File: src/rtl/inv_share_arbiter_pkg.sv
// Shared constants and helpers for the round-robin inverter-sharing arbiter.
// Imported by the top level and by the shared datapath unit.
package inv_share_arbiter_pkg;

  localparam int DEF_N     = 4;
  localparam int DEF_W     = 8;
  localparam int DEF_ID_W  = 2;
  localparam int DEF_CNT_W = 16;

  // Smallest r with 2**r >= value; used to validate the requester index width.
  function automatic int clog2(input int value);
    int r;
    r = 0;
    while ((1 << r) < value) begin
      r = r + 1;
    end
    return r;
  endfunction

endpackage

File: src/rtl/inv_share_arbiter_inv_unit.sv
// Shared W-bit transform: bitwise inversion or pass-through, purely combinational.
module inv_unit #(
  parameter int W = 8
) (
  input  logic         invert_i,
  input  logic [W-1:0] data_i,
  output logic [W-1:0] data_o
);

  assign data_o = invert_i ? ~data_i : data_i;

endmodule

File: src/rtl/inv_share_arbiter.sv
// Round-robin arbiter that shares one inverter among N valid/ready requesters
// and registers the tagged result in a single output stage.
module inv_share_arbiter
  import inv_share_arbiter_pkg::*;
#(
  parameter int N     = DEF_N,
  parameter int W     = DEF_W,
  parameter int ID_W  = DEF_ID_W,
  parameter int CNT_W = DEF_CNT_W
) (
  input  logic             clk,
  input  logic             rst,
  input  logic [N-1:0]     req_valid,
  input  logic [N*W-1:0]   req_data,
  output logic [N-1:0]     req_ready,
  input  logic             cfg_invert,
  output logic             out_valid,
  output logic [W-1:0]     out_data,
  output logic [ID_W-1:0]  out_id,
  input  logic             out_ready,
  output logic [CNT_W-1:0] done_count
);

  if ((ID_W != clog2(N)) || (N < 2) || (N > 8)) begin : g_param_check
    $error("inv_share_arbiter: N must be 2..8 and ID_W must equal clog2(N)");
  end

  logic             outValid_q, outValid_d;
  logic [W-1:0]     outData_q, outData_d;
  logic [ID_W-1:0]  outId_q, outId_d;
  logic [ID_W-1:0]  ptr_q, ptr_d;
  logic [CNT_W-1:0] doneCount_q, doneCount_d;

  logic             free;
  logic             found;
  logic [ID_W-1:0]  win;
  logic [W-1:0]     selData;
  logic [W-1:0]     xformData;
  logic             accept;
  logic             drain;

  assign free  = !outValid_q || out_ready;
  assign drain = outValid_q && out_ready;

  // Search from the pointer upward, wrapping modulo N; first valid requester wins.
  always_comb begin : p_pick
    int idx;
    found   = 1'b0;
    win     = '0;
    selData = '0;
    for (int k = 0; k < N; k++) begin
      idx = int'(ptr_q) + k;
      if (idx >= N) begin
        idx = idx - N;
      end
      if (!found && req_valid[idx]) begin
        found   = 1'b1;
        win     = ID_W'(idx);
        selData = req_data[idx*W +: W];
      end
    end
  end

  assign accept = found && free && !rst;

  always_comb begin
    req_ready = '0;
    if (accept) begin
      req_ready[win] = 1'b1;
    end
  end

  inv_unit #(
    .W (W)
  ) u_inv_unit (
    .invert_i (cfg_invert),
    .data_i   (selData),
    .data_o   (xformData)
  );

  always_comb begin
    outValid_d  = outValid_q;
    outData_d   = outData_q;
    outId_d     = outId_q;
    ptr_d       = ptr_q;
    doneCount_d = doneCount_q;
    if (drain) begin
      doneCount_d = doneCount_q + CNT_W'(1);
    end
    if (accept) begin
      outValid_d = 1'b1;
      outData_d  = xformData;
      outId_d    = win;
      ptr_d      = (win == ID_W'(N - 1)) ? '0 : win + ID_W'(1);
    end else if (drain) begin
      // Data and id deliberately keep their last value after a drain.
      outValid_d = 1'b0;
    end
  end

  always_ff @(posedge clk) begin
    if (rst) begin
      outValid_q  <= 1'b0;
      outData_q   <= '0;
      outId_q     <= '0;
      ptr_q       <= '0;
      doneCount_q <= '0;
    end else begin
      outValid_q  <= outValid_d;
      outData_q   <= outData_d;
      outId_q     <= outId_d;
      ptr_q       <= ptr_d;
      doneCount_q <= doneCount_d;
    end
  end

  assign out_valid  = outValid_q;
  assign out_data   = outData_q;
  assign out_id     = outId_q;
  assign done_count = doneCount_q;

endmodule

File: config.mk
export PLATFORM = sky130hd
export DESIGN_NAME = inv_share_arbiter
export DESIGN_NICKNAME = d
export VERILOG_FILES = /design/src/rtl/inv_share_arbiter_pkg.sv /design/src/rtl/inv_share_arbiter_inv_unit.sv /design/src/rtl/inv_share_arbiter.sv
export SDC_FILE = /design/constraint.sdc
export NUM_CORES = 1
export LEC_CHECK = 0
export BUFFER_PORTS_ARGS = -buffer_cell sky130_fd_sc_hd__buf_2
export CORE_ASPECT_RATIO = 0.5
export CORE_MARGIN = 8
export CORE_UTILIZATION = 34
export CTS_CLUSTER_DIAMETER = 150
export DETAILED_ROUTE_END_ITERATION = 8
export HOLD_SLACK_MARGIN = 0.08
export PLACE_DENSITY_LB_ADDON = 0.25
export SYNTH_ARGS = -nofsm -noshare
export SYNTH_HDL_FRONTEND = slang
export SYNTH_SLANG_ARGS = --single-unit
File: constraint.sdc
create_clock -name clk -period 4.3 [get_ports clk]
set_input_delay 0.215 -clock clk [delete_from_list [all_inputs] [get_ports clk]]
set_output_delay 0.215 -clock clk [all_outputs]
set_load 0.02 [all_outputs]
==> results of run 1 <==
==> Yosys cell counts (all sizes together) (5+ instances only) <==
cell     n  share of area
clkbuf   9          0.012
a21oi   22          0.039
dfxtp   29           0.20
xor2     8          0.025
nand2   23          0.030
nor3     5         0.0088
and2     6          0.013
nor2    19          0.025
mux4    24           0.19
a22oi    6          0.016
nor2b    5          0.012
or3      7          0.015
ha      10          0.044
buf     15          0.033
o22ai    5          0.011
nand3b  12          0.032
nand3    9          0.016
o21ai    8          0.014
mux2i   26          0.092
inv      5         0.0066
and3     6          0.013
==> registers in the layout, summed over array words and instances, names as in the netlist <==
signal      flops
out_data        8
done_count     16
ptr_q           2
out_id          2
out_valid       1
==> placed cells by master (no fill, tap or decap), drive strengths merged, types with 2 or more instances in the layout <==
cell / instances
a2111o: 3
a21o: 3
a21oi: 22
a221o: 4
a221oi: 2
a22oi: 6
and2: 6
and3: 6
buf: 74
clkbuf: 7
dfxtp: 29
ha: 10
inv: 5
mux2: 3
mux2i: 26
mux4: 24
nand2: 23
nand2b: 4
nand3: 9
nand3b: 12
nor2: 19
nor2b: 5
nor3: 5
nor3b: 4
o211ai: 3
o21ai: 8
o22a: 3
o22ai: 5
or3: 7
xnor2: 4
xor2: 8
==> layer usage <==
layer | part of all wire | vias to the layer above
met5 | 0.0014 | -
li1 | - | 1279
met1 | 0.43 | 1256
met4 | 0.0075 | 2
met3 | 0.082 | 6
met2 | 0.48 | 76
==> final timing paths <==
check | start | to | slack (ps) | depth (start not counted)
max | ptr_q[0] | req_ready[2] | 600 | 10
min | out_ready | out_valid | 280 | 4
max reg2reg | ptr_q[0] | out_data[6] | 880 | 8
min reg2reg | out_id[1] | out_id[1] | 480 | 2
==> worst reg2reg max path: cells and delay by family (launching register included) <==
family,cells,cell delay (ps)
and+or+nand+nor,5,1350
muxes,1,700
DFF,1,580
buffers and inverters,1,120
adders and majority gates,1,560
==> where the power goes <==
| group | switching (mW) | total, mW | internal [mW] |
|---|---|---|---|
| Combinational | 0.561 | 1.00 | 0.439 |
| Clock | 0.112 | 0.356 | 0.244 |
| Sequential | 0.0371 | 0.358 | 0.321 |
==> kinds of logic (layout without fill, tap and decap cells) <==
kind of cell    after synthesis  in the layout  synth area share
compound gates               64             64            0.1532
fa+ha+maj                    10             10           0.04403
mux                          53             53            0.2937
flops                        29             29            0.2043
xor+xnor                     12             12           0.03699
buf+inv                      29             87           0.05196
simple gates                107            107            0.2158
other cells                   0              1                 0
==> layout make-up <==
cell class / count / share of cell area
well taps: 112 / 0.04128
multi-input cells: 246 / 0.6226
repair buffers: 74 / 0.1121
clock buffers: 7 / 0.04497
inverters: 5 / 0.005529
clock inverters: 1 / 0.001474
flip-flops and latches: 29 / 0.1714
diodes: 1 / 0.0007372
==> flow_metrics.env, run 1 <==
export IMPL_status="completed"
export IMPL_fin_ws_ps=604.8
export IMPL_htree_levels=2
export IMPL_drt_vias_per_instance=5.514
export IMPL_clk_path_buf_depth=2
export IMPL_hold_class="input pin to flip-flop"
export IMPL_placed_cell_area_um2=3234
export IMPL_ys_warn_count=0
export IMPL_grt_max_degree=47
export IMPL_die_h_um=80.64
export IMPL_grt_pass1_vias=2539
export IMPL_grt_total_usage=0.1303
export IMPL_path_max_fanout=17
export IMPL_die_w_um=145.3
export IMPL_dp_cells=466
export IMPL_fin_tns_setup_ps=0
export IMPL_grt_overflow_total=0
export IMPL_hold_viol_final=0
export IMPL_syn2layout_area_growth_pct=19.46
export IMPL_ctsHoldBuffers=0
export IMPL_cts_resized=0
export IMPL_postLayoutCoreUtil=0.4213
export IMPL_rsz0062_at_grt="false"
export IMPL_use_met1=0.1584
export IMPL_postSynthAreaPerCell_um2=9.347
export IMPL_critPathLaunchType="flip-flop"
export IMPL_nFillCells=801
export IMPL_yosysUniqueCellTypes=50
export IMPL_crit_arrival_ps=3480
export IMPL_grt_antenna_before_repair=2
export IMPL_p_total_mw=1.715
export IMPL_final_min_clock_period_ps=3695
export IMPL_p_per_area_nw_per_um2=505.1
export IMPL_grt_busiest_layer="met2"
export IMPL_worst_skew_pair_late_latency_ps=270
export IMPL_drive_gt1_frac=0.3287
export IMPL_cts_root_buf="clkbuf_16"
export IMPL_fin_cells=475
export IMPL_cts_num_sinks=29
export IMPL_antenna_left=0
export IMPL_critPathTopFamily="simple AND/OR/NAND/NOR gates"
export IMPL_cpPeakStageDelay_ps=690
export IMPL_syn_area_um2=2841
export IMPL_synth_edf_count=0
export IMPL_leakage_nw=1.356
export IMPL_io_pins=71
export IMPL_max_slew_margin=0.4894
export IMPL_cts_setup_buffers=0
export IMPL_crit_required_ps=4090
export IMPL_clock_fmax_ghz=0.2706
export IMPL_pre_cts_slack_ps=861.4
export IMPL_wl_per_cell_um=16.55
export IMPL_first_pass_iters=4
export IMPL_grt_pass1_wl_mm=12.62
export IMPL_ir_drop_uv=137.9
export IMPL_finalCritPeriodShare=0.8594
export IMPL_core_area_um2=8058
export IMPL_synth_ff_type="dfxtp_1"
export IMPL_hold_slack_ps=283.7
export IMPL_multi_input_area_um2=2113
export IMPL_path_buf_inv=3
export IMPL_synthCells=304
export IMPL_fin_area_um2=3395
export IMPL_ys_seq_area_frac=0.2043
export IMPL_ys_ff_latch=29
export IMPL_path_cells="inv_1, ha_1, mux4_2, nor2_1, nor4b_2, nor3_1, inv_1, ha_1, and2_1, buf_2"
export IMPL_drc_errors=0
export IMPL_crit_path_end_kind="output port"
export IMPL_gp_congestion=0.8034
export IMPL_vias=2619
export IMPL_grtUsageMet3=0.03475
export IMPL_syn_num_nets=354
export IMPL_initial_core_util=0.3526
export IMPL_regArea_um2=581.8
export IMPL_cts_tree="done"
export IMPL_finalClockSkew_ps=2.213
export IMPL_slew_viol_final=0
export IMPL_rows=23
export IMPL_numCtsBuffers=5
export IMPL_synthArstFlopShare=0
export IMPL_dieArea_um2=11720
export IMPL_port_buffers=70
export IMPL_final_setup_viol_count=0
export IMPL_dp_hpwl_mm=5.987
export IMPL_wirelength_mm=7.859
export IMPL_grt_use_met2=0.2218
export IMPL_critPathKind="flip-flop to output port"
export IMPL_cp_slowest_cell="mux4_2"
export IMPL_clkTransAtPathRegs_ps=50
export IMPL_fin_nets=411
export IMPL_worst_pin_slew_ps=765.9
export IMPL_drt_initial_drc_count=291
export IMPL_drv_cap=0
Note: power is estimated with default switching activity, not from simulation.
==> run 2: changes to the inputs <==
--- a/config.mk
+++ b/config.mk
@@ -8,7 +8,7 @@
 export BUFFER_PORTS_ARGS = -buffer_cell sky130_fd_sc_hd__buf_2
 export CORE_ASPECT_RATIO = 0.5
 export CORE_MARGIN = 8
-export CORE_UTILIZATION = 34
+export CORE_UTILIZATION = 50
 export CTS_CLUSTER_DIAMETER = 150
 export DETAILED_ROUTE_END_ITERATION = 8
 export HOLD_SLACK_MARGIN = 0.08
==> run 2 against run 1 <==
Die area down 27%. Via count grew 0.42%. Clock skew grew 7.5 ps. Fmax up 1.8%. Sequential share of layout area grew 0.15 points. Clock power is 13% higher. Sequential power fell by 3%. Cell count shrank 8.2%. Core utilization increased by 19 points. Design area is 0.85% lower. Register-to-register slack better by 20 ps. Critical path type unchanged. Largest cell class unchanged. Largest power group unchanged. Highest routed layer is now met4.
==> flow_metrics.env, run 2 (synthesized netlist as in run 1, its figures left out) <==
export IMPL_status="completed"
export IMPL_cts_tree="done"
export IMPL_fin_ws_ps=671.2
export IMPL_finalClockSkew_ps=9.715
export IMPL_pre_cts_slack_ps=896.5
export IMPL_initial_core_util=0.5174
export IMPL_hold_depth=4
export IMPL_placed_cell_area_um2=3193
export IMPL_hold_class="input pin to flip-flop"
export IMPL_clk_path_buf_depth=2
export IMPL_fin_tns_setup_ps=0
export IMPL_fin_nets=412
export IMPL_cts_root_buf="clkbuf_16"
export IMPL_leakage_nw=1.366
export IMPL_fin_cells=436
export IMPL_port_buffers=70
export IMPL_grt_total_usage=0.1717
export IMPL_first_pass_iters=5
export IMPL_dp_hpwl_mm=5.746
export IMPL_slew_viol_final=0
export IMPL_wirelength_mm=7.561
export IMPL_crit_arrival_ps=3410
export IMPL_hold_viol_final=0
export IMPL_numCtsBuffers=5
export IMPL_regToRegStartpoint="ptr_q[1]"
export IMPL_path_cells="buf_4, inv_1, ha_1, mux4_2, nor2_1, nor4b_2, nor3_1, inv_1, ha_1, and2_1, buf_2"
export IMPL_grt_pass1_vias=2496
export IMPL_syn2layout_area_growth_pct=18.45
export IMPL_clock_fmax_ghz=0.2756
export IMPL_gp_congestion=0.8831
export IMPL_dp_cells=428
export IMPL_path_max_fanout=16
export IMPL_fin_area_um2=3366
export IMPL_grt_max_degree=39
export IMPL_mostFrequentLayoutCells="buf_2 (70), dfxtp_1 (28), mux2i_1 (26), mux4_2 (24), nand2_1 (23)"
export IMPL_drc_errors=0
export IMPL_die_w_um=122.6
export IMPL_ff2ff_setup_slack_ps=900
export IMPL_rsz0062_at_grt="false"
export IMPL_worst_pin_slew_ps=671.8
export IMPL_finalCritPeriodShare=0.8439
export IMPL_drt_initial_drc_count=253
export IMPL_drt_vias_per_instance=6.032
export IMPL_hp_start="out_ready"
export IMPL_grt_overflow_total=0
export IMPL_wl_per_cell_um=17.34
export IMPL_cts_setup_buffers=0
export IMPL_drive_gt1_frac=0.3278
export IMPL_cp_slowest_cell="mux4_2"
export IMPL_antenna_cells=0
export IMPL_crit_path_end_kind="output port"
export IMPL_core_area_um2=5492
export IMPL_multi_input_area_um2=2113
export IMPL_vias=2630
export IMPL_final_setup_viol_count=0
export IMPL_final_common_cell="buf_2"
export IMPL_worstHoldEndpoint="out_valid"
export IMPL_reg2reg_depth=10
export IMPL_cpPeakStageDelay_ps=650
export IMPL_io_pins=71
export IMPL_cts_num_sinks=29
export IMPL_path_buf_inv=4
export IMPL_grt_antenna_before_repair=0
export IMPL_p_total_mw=1.770
export IMPL_ctsHoldBuffers=0
export IMPL_antenna_left=0
export IMPL_largest_reg_flops=16
export IMPL_critPathLaunchType="flip-flop"
export IMPL_critPathKind="flip-flop to output port"
export IMPL_critPathTopFamily="simple AND/OR/NAND/NOR gates"
export IMPL_grt_pass1_wl_mm=12.23
export IMPL_ir_drop_uv=273.4
export IMPL_htree_levels=2
export IMPL_nFillCells=459
export IMPL_final_min_clock_period_ps=3629
export IMPL_drv_cap=0
export IMPL_worst_skew_pair_late_latency_ps=270
export IMPL_r2r_end="out_data[0]"
export IMPL_rows=19
export IMPL_p_per_area_nw_per_um2=525.8
export IMPL_die_h_um=69.31
export IMPL_dieArea_um2=8497
export IMPL_max_slew_margin=0.5521
export IMPL_regArea_um2=581.8
export IMPL_crit_required_ps=4090
export IMPL_cts_resized=0
export IMPL_clkTransAtPathRegs_ps=50
==> run 2: through the flow <==
stage	hold slack [ps]	util
2_1_floorplan	436.2	-
3_3_place_gp	477.3	0.5815
3_5_place_dp	476.8	0.5815
4_1_cts	295.2	0.6129
5_1_grt	365.6	0.6129
6_report	307.0	0.6129
==> run 2: layer usage <==
metal | routed length (um) | part of all wire | vias up | track usage
li1 | - | - | 1278 | -
met1 | 3580 | 0.47 | 1231 | 0.2446
met2 | 3389 | 0.45 | 115 | 0.2620
met3 | 549 | 0.073 | 6 | 0.02762
met4 | 41 | 0.0054 | 0 | 0.04155
met5 | 0 | 0 | - | 0
==> run 2: layout make-up <==
type / count / area share
Clock buffer: 7 / 0.04238
Clock inverter: 1 / 0.008922
Inverter: 5 / 0.005576
Multi-Input combinational cell: 246 / 0.6279
Sequential cell: 29 / 0.1729
Tap cell: 73 / 0.02714
Timing Repair Buffer: 75 / 0.1152
==> run 2: worst register-to-register path, stage by stage, from the launching register on <==
cell and delay (ps):
dfxtp_1 300, buf_4 230, inv_1 260, ha_1 400, buf_4 320, mux2i_1 140
or3b_1 380, a21oi_1 570, a22oi_1 190, a2111o_1 410, o211ai_1 100
==> run 2: how the worst max path moves through the flow <==
stage	slack, ps	to	from	depth (start not counted)
floorplan	670	req_ready[2]	ptr_q[0]	15
global placement	1010	out_data[1]	ptr_q[1]	10
detailed placement	900	out_data[1]	ptr_q[1]	10
CTS	680	req_ready[3]	ptr_q[1]	11
global route	370	req_ready[3]	ptr_q[1]	11
finish	670	req_ready[3]	ptr_q[1]	11
==> run 2: report_power, final <==
part           internal [mW]  leakage [nW]  switching [mW]
registers              0.321         0.238          0.0257
clock network          0.288        0.0841           0.114
logic                  0.440          1.04           0.580
